**config.mk**
```make
export PLATFORM = sky130hd
export DESIGN_NAME = boot_copier
export DESIGN_NICKNAME = d
export VERILOG_FILES = /design/src/rtl/boot_copier.sv
export SDC_FILE = /design/constraint.sdc
export NUM_CORES = 1
export LEC_CHECK = 0
export BUFFER_PORTS_ARGS = -buffer_cell sky130_fd_sc_hd__buf_2
export CAP_MARGIN = 5
export CORE_MARGIN = 2
export CORE_UTILIZATION = 51
export CTS_CLUSTER_SIZE = 10
export DETAILED_ROUTE_END_ITERATION = 10
export PLACE_DENSITY = 0.94
export SLEW_MARGIN = 5
export SYNTH_ARGS = -nofsm -noshare
export SYNTH_HDL_FRONTEND = slang
export SYNTH_SLANG_ARGS = --single-unit
```
**constraint.sdc**
```tcl
create_clock -name CLK -period 3.15 [get_ports CLK]
set_input_delay 0.4725 -clock CLK [delete_from_list [all_inputs] [get_ports CLK]]
set_output_delay 0.4725 -clock CLK [all_outputs]
set_load 0.02 [all_outputs]
```
**src/rtl/boot_copier.sv**
```systemverilog
// boot_copier: boot sequencer that copies WORDS 32-bit words from SPI flash
// into RAM after reset, holding the CPU in reset until the copy completes.
//
// Optional feature macro: BOOT_CHECKSUM_EN
//   defined   -> the last image word is an additive checksum of the others;
//                a mismatch parks the block in ERROR with the CPU held.
//   undefined -> no checksum, error tied low.
//
// Ports:
//   CLK, reset          clock, synchronous active-high reset
//   cpu_reset           CPU reset / bus ownership (high while copying or failed)
//   done, error         sticky completion / checksum failure flags
//   flash_rstrb         one-cycle read strobe to spi_flash
//   flash_word_address  flash word address
//   flash_rdata/rbusy   flash read data / busy
//   ram_addr            RAM byte address ({word, 2'b00})
//   ram_wdata/wmask     RAM write data / byte mask (4'hF for one cycle per word)
module boot_copier #(
    parameter int unsigned WORDS           = 1024,
    parameter logic [14:0] FLASH_BASE_WORD = 15'h0000,
    parameter logic [29:0] RAM_BASE_WORD   = 30'h0
) (
    input  logic        CLK,
    input  logic        reset,
    output logic        cpu_reset,
    output logic        done,
    output logic        error,
    output logic        flash_rstrb,
    output logic [14:0] flash_word_address,
    input  logic [31:0] flash_rdata,
    input  logic        flash_rbusy,
    output logic [31:0] ram_addr,
    output logic [31:0] ram_wdata,
    output logic [3:0]  ram_wmask
);

    localparam int unsigned IDX_W      = 15;
    localparam int unsigned DATA_W     = 32;
    localparam int unsigned RAM_WORD_W = 30;
    localparam logic [IDX_W-1:0] LAST_IDX = IDX_W'(WORDS - 1);

    typedef enum logic [2:0] {
        ISSUE = 3'd0,
        ARM   = 3'd1,
        WAIT  = 3'd2,
        WRITE = 3'd3,
        DONE  = 3'd4
`ifdef BOOT_CHECKSUM_EN
        ,
        CHECK = 3'd5,
        ERROR = 3'd6
`endif
    } state_t;

    state_t                  state;
    logic [IDX_W-1:0]        idx;
    logic [DATA_W-1:0]       data_buf;
    logic [RAM_WORD_W-1:0]   ram_word;
`ifdef BOOT_CHECKSUM_EN
    logic [DATA_W-1:0]       sum;
    logic                    error_q;
`endif

    // Copy sequencer; all status and RAM-side outputs are registered here.
    always_ff @(posedge CLK) begin
        if (reset) begin
            state     <= ISSUE;
            idx       <= '0;
            data_buf  <= '0;
            ram_word  <= RAM_BASE_WORD;
            ram_wmask <= 4'h0;
            cpu_reset <= 1'b1;
            done      <= 1'b0;
`ifdef BOOT_CHECKSUM_EN
            sum       <= '0;
            error_q   <= 1'b0;
`endif
        end else begin
            case (state)
                // Hold here while a read abandoned by reset is still in flight;
                // the strobe itself is suppressed until the flash is idle.
                ISSUE: begin
                    if (!flash_rbusy) begin
                        state <= ARM;
                    end
                end
                // Flash raises busy one cycle after the strobe, so skip a cycle.
                ARM: begin
                    state <= WAIT;
                end
                WAIT: begin
                    if (!flash_rbusy) begin
                        data_buf  <= flash_rdata;
                        ram_word  <= RAM_BASE_WORD + RAM_WORD_W'(idx);
                        ram_wmask <= 4'hF;
                        state     <= WRITE;
                    end
                end
                WRITE: begin
                    ram_wmask <= 4'h0;
                    if (idx == LAST_IDX) begin
`ifdef BOOT_CHECKSUM_EN
                        state     <= CHECK;
`else
                        state     <= DONE;
                        cpu_reset <= 1'b0;
                        done      <= 1'b1;
`endif
                    end else begin
                        idx   <= idx + IDX_W'(1);
                        state <= ISSUE;
`ifdef BOOT_CHECKSUM_EN
                        sum   <= sum + data_buf;
`endif
                    end
                end
`ifdef BOOT_CHECKSUM_EN
                // Last word carries the expected sum of all earlier words.
                CHECK: begin
                    if (sum == data_buf) begin
                        state     <= DONE;
                        cpu_reset <= 1'b0;
                        done      <= 1'b1;
                    end else begin
                        state   <= ERROR;
                        error_q <= 1'b1;
                    end
                end
                ERROR: begin
                    state <= ERROR;
                end
`endif
                DONE: begin
                    state <= DONE;
                end
                default: begin
                    state <= ISSUE;
                end
            endcase
        end
    end

    // Strobe is gated so the flash never sees a request while busy or in reset.
    assign flash_rstrb        = (state == ISSUE) && !reset && !flash_rbusy;
    assign flash_word_address = FLASH_BASE_WORD + idx;
    assign ram_addr           = {ram_word, 2'b00};
    assign ram_wdata          = data_buf;

`ifdef BOOT_CHECKSUM_EN
    assign error = error_q;
`else
    assign error = 1'b0;
`endif

endmodule

```
# ---- Word-level counts from Yosys, hierarchy flattened
# Index checks and enable logic that the tools add are counted.
dict set report word_totals {
  register_bits 71
  input_bits 35
  out_inout_bits 87
  elab_cells 34
}
dict set report classes {
  add_sub_neg 1
  eq_ne 7
  mux 6
  bitwise 2
  n_reduce_logical 11
}
# cell count
set op_table {}
lappend op_table {{15-bit by 1-bit adder with 15-bit output, second input constant} 1}
lappend op_table {{15-bit by 10-bit equality test with 1-bit output, second input constant} 1}
lappend op_table {{3-bit case mux with 5 select lines} 1}
lappend op_table {{2-bit AND reduction} 5}
lappend op_table {{3-bit two-way mux} 3}
lappend op_table {{4-bit case mux with 2 select lines} 1}
lappend op_table {{3-bit by 2-bit equality test with 1-bit output, second input constant} 2}
lappend op_table {{4-bit two-way mux} 1}
lappend op_table {{2-bit inequality test, second input constant} 2}
lappend op_table {{3-bit by 1-bit equality test with 1-bit output, second input constant} 1}
lappend op_table {{3-bit equality test, second input constant} 1}
lappend op_table {{3-bit logical NOT} 1}
lappend op_table {{1-bit logical AND} 2}
lappend op_table {{1-bit logical NOT} 2}
lappend op_table {{1-bit inverter} 2}
lappend op_table {{2-bit nonzero test} 1}

# ---- Depth between registers and ports, before layout
dict set report depth {
  ltp_word 3
  depth_mapped 5
}

# ---- Worst setup path before layout
# Ideal clock, no wire load.
dict set report synth_timing {
  path_kind {reg-to-reg}
  from {register idx[0]}
  to {register cpu_reset}
  setup_time_ns 0.114
  t_arrival_ns 1.740
  path_slack_ns 1.296
  stages_incl_launch_ff 5
  n_path_buf 0
  synth_period_minus_slack_ns 1.854
  cell_sequence {dfxtp_1 ha_1 nand3_1 or4_1 a21o_1}
}
dict set report synth_via {
  elab_chain_len 2
}
# item line
set synth_lines {}
lappend synth_lines {{start: declaration} 56} ;# logic [IDX_W-1:0] idx;
lappend synth_lines {{start signal: assignment} 110} ;# idx <= idx + IDX_W'(1);
lappend synth_lines {{15-bit by 10-bit equality test with 1-bit output} 101} ;# if (idx == LAST_IDX) begin
lappend synth_lines {{2-bit AND reduction (no source line)} n/a}
lappend synth_lines {{end signal: assignment} 72} ;# cpu_reset <= 1'b1;
lappend synth_lines {{end signal: assignment} 106} ;# cpu_reset <= 1'b0;
lappend synth_lines {{end: declaration} 25} ;# output logic cpu_reset,
# Every way passes these cells.
# A chain may end at the register's enable or synchronous reset.

# ---- Worst setup path after layout
# Ends and elaborated chain as after synthesis.

==> results.py <==
metrics = {
    "sta": {
        "drv_slew": 0,
        "finClkSkew_ns": 0.00981,
        "setup_slack_ns": 1.09,
        "period_share": 0.655,
        "setup_viol": 0,
        "layout_min_cycle_time_ns": 2.06,
        "setup_tns_ns": 0,
        "finalHoldViolCount": 0,
        "whs_ns": 0.324,
        "rsz0062_at_grt": "no",
        "relSlewSlack": 0.369,
        "max_freq_ghz": 0.485,
        "tightest_slew_ns": 0.947,
    },
    "setup_path": {
        "crit_arrival_ns": 2.29,
        "crit_chain": "ha_1 > nand3_1 > or4_1 > a21o_1",
        "criticalPathCategory": "flop to flop",
        "crit_path_start_kind": "flop",
        "cp_slowest_cell": "or4_1",
        "worstSetupStartpoint": "idx[0]",
        "critical-path-max-stage-delay_ns": 0.68,
        "critPathMaxFanout": 9,
        "cp-end-kind": "flop",
        "worst_ep_required_time_ns": 3.37,
        "r2r-start": "idx[0]",
    },
    "floorplan": {
        "die_h_um": 78.1,
        "num_rows": 26,
        "core_area_sq_um": 5200,
        "start_util": 0.538,
        "die_area_sq_um": 6100,
        "ios": 122,
        "die_x_um": 78.1,
    },
    "pwr": {
        "p_leak_nw": 1.53,
        "cellPowerDensity_nw_per_um2": 506,
        "comb_power_share": 0.075,
        "p_switching_uw": 415,
        "p_sw_frac": 0.235,
        "internal_power_mw": 1.35,
        "p_seq_frac": 0.502,
        "clockPowerShare": 0.423,
        "ir_drop_mv": 0.277,
    },
    "clock_network": {
        "postCtsSetupBuffers": 0,
        "cts_tree": "yes",
        "cts-root-buf": "clkbuf_8",
        "cts_hold_buf": 0,
        "clock_path_buffers": 2,
        "clk_latency_ns": 0.33,
        "postCtsResizedCells": 0,
        "htreeDepth": 3,
        "clk_pin_slew_worst_paths_ns": 0.07,
        "clkSinkCount": 68,
        "cts_made_buffers": 9,
    },
    "synth": {
        "synth_cell_type_count": 38,
        "ys_seq_area_frac": 0.486,
        "synth.top_cell.area_share": 0.486,
        "async_flop_share": 0,
        "synth_area_leaders": "dfxtp_1 (49%), nand2_1 (13%), a21oi_1 (10%), buf_4 (5.6%), mux2_2 (2.8%)",
        "synth_top_cells_by_count": "nand2_1 (98), dfxtp_1 (68), a21oi_1 (56), buf_4 (21), clkbuf_1 (16)",
        "netlist_area_sq_um": 2800,
        "synth_edf_count": 0,
        "synthCells": 341,
        "synth_area_leader_cell": "dfxtp_1",
        "ys.flop_type": "dfxtp_1",
        "synth_area_per_cell_sq_um": 8.21,
        "synth_seq_cells": 68,
        "yosysWarnings": 0,
        "yosysMostFrequentCell": "nand2_1",
    },
    "placed_design": {
        "io_buffers": 103,
        "gp_congestion": 0.792,
        "dp_hpwl_um": 4370,
        "dp_slack_ns": 1.02,
    },
    "route": {
        "drcViolationCount": 0,
        "routed-via-count": 2572,
        "vias_per_cell": 5.03,
        "ant_nets": 0,
        "drt-initial-drc-count": 65,
        "drt_pre_antenna_iters": 4,
        "wl_per_cell_um": 12.5,
        "wl_um": 6370,
    },
    "final_layout": {
        "insertedDiodeCount": 0,
        "syn_to_final_growth_pct": 24.3,
        "fin_nets": 472,
        "fillers": 440,
        "drive_gt1_frac": 0.308,
    },
    "global_route": {
        "grt_overflow": 0,
        "grt_pass1_wl_um": 10300,
        "grt_max_degree": 76,
        "grtUsageTotal": 0.208,
        "antenna_found_initial": 0,
        "grt_pass1_vias": 2270,
    },
    "job": {
        "cap_viol_max_count": 0,
    },
    "hold_path": {
        "hp-class": "input pin to flop",
        "hold_start": "reset",
    },
    "outcome": {
        "outcome": "complete, no violations",
    },
}
[per-stage QoR]
step | utilization | cells | cell area, sq um | total power, mW
CTS | 0.669 | 511 | 3480 | 1.77
global route | 0.669 | 511 | 3480 | 1.83
detailed placement | 0.628 | 495 | 3270 | 1.04
finish | 0.669 | 511 | 3480 | 1.76
global placement | 0.628 | 495 | 3270 | 1.03
floorplan | - | 358 | 2860 | 1.01
[registers in the layout, indices dropped and copies added, names as in the netlist]
register	cells
state	3
done	1
ram_wdata	32
ram_word	15
ram_wmask	1
idx	15
cpu_reset	1
[power by group through the flow]
stage	combinational, mW	sequential [mW]	clock (mW)
2_1_floorplan	0.0900	0.919	0
3_3_place_gp	0.130	0.903	0
3_5_place_dp	0.133	0.904	0
4_1_cts	0.133	0.884	0.755
5_1_grt	0.145	0.886	0.797
6_report	0.133	0.884	0.745
[final cells by class]
cell class	instances	area, sq um	area share
inverter	4	15.0	0.00431
tap	70	87.6	0.0252
timing repair buffer	106	538	0.155
clock inverter	3	43.8	0.0126
multi-input combinational	247	1260	0.364
sequential	68	1360	0.391
clock buffer	13	169	0.0485
[critical path, delay by kind of cell (launching register included)]
| kind | cells | cell delay [ns] |
|---|---|---|
| compound gates | 1 | 0.21 |
| flops | 1 | 0.46 |
| simple gates | 2 | 0.97 |
| fa+ha+maj | 1 | 0.32 |
[kinds of logic after synthesis]
kind of cell | count (synthesis) | synth area share
AO/OA/AOI/OAI | 66 | 0.128
XOR/XNOR | 1 | 0.00313
adder cells (fa/ha/maj) | 1 | 0.00447
buffers and inverters | 43 | 0.0867
flip-flops | 68 | 0.486
multiplexers | 8 | 0.0317
other | 1 | 0.00134
AND/OR/NAND/NOR | 153 | 0.258
[per-layer routing]
layer  wire length [um]  global-route usage  vias up
met5                  0                   0        -
met4                 85              0.0947        0
met3                413              0.0356       10
met2               3100               0.361       99
met1               2770               0.253     1171
li1                   -                   -     1292
[worst paths after layout]
path                     to  slack (ns)  cells past startpoint
setup reg to reg  cpu_reset        1.09                      4
hold reg to reg        done        0.44                      2
hold / removal     state[0]        0.32                      2
setup / recovery  cpu_reset        1.09                      4
[cells in the final DEF, fill, tap and decap left out, types with 2 or more instances in the layout]
cell,count
inv_1,4
a311oi_1,2
a211oi_1,2
nand4_1,3
nor2_1,15
mux2_2,7
dfxtp_1,68
a21oi_1,56
and2_1,2
buf_4,3
nand2_1,98
nand3_1,4
buf_2,103
nor3_1,4
o31ai_1,3
conb_1,18
nand2b_1,2
nor2b_1,7
or4_1,3
nor4_1,2
or3_1,2
clkbuf_8,12
Note: power is estimated with default switching activity, not from simulation.
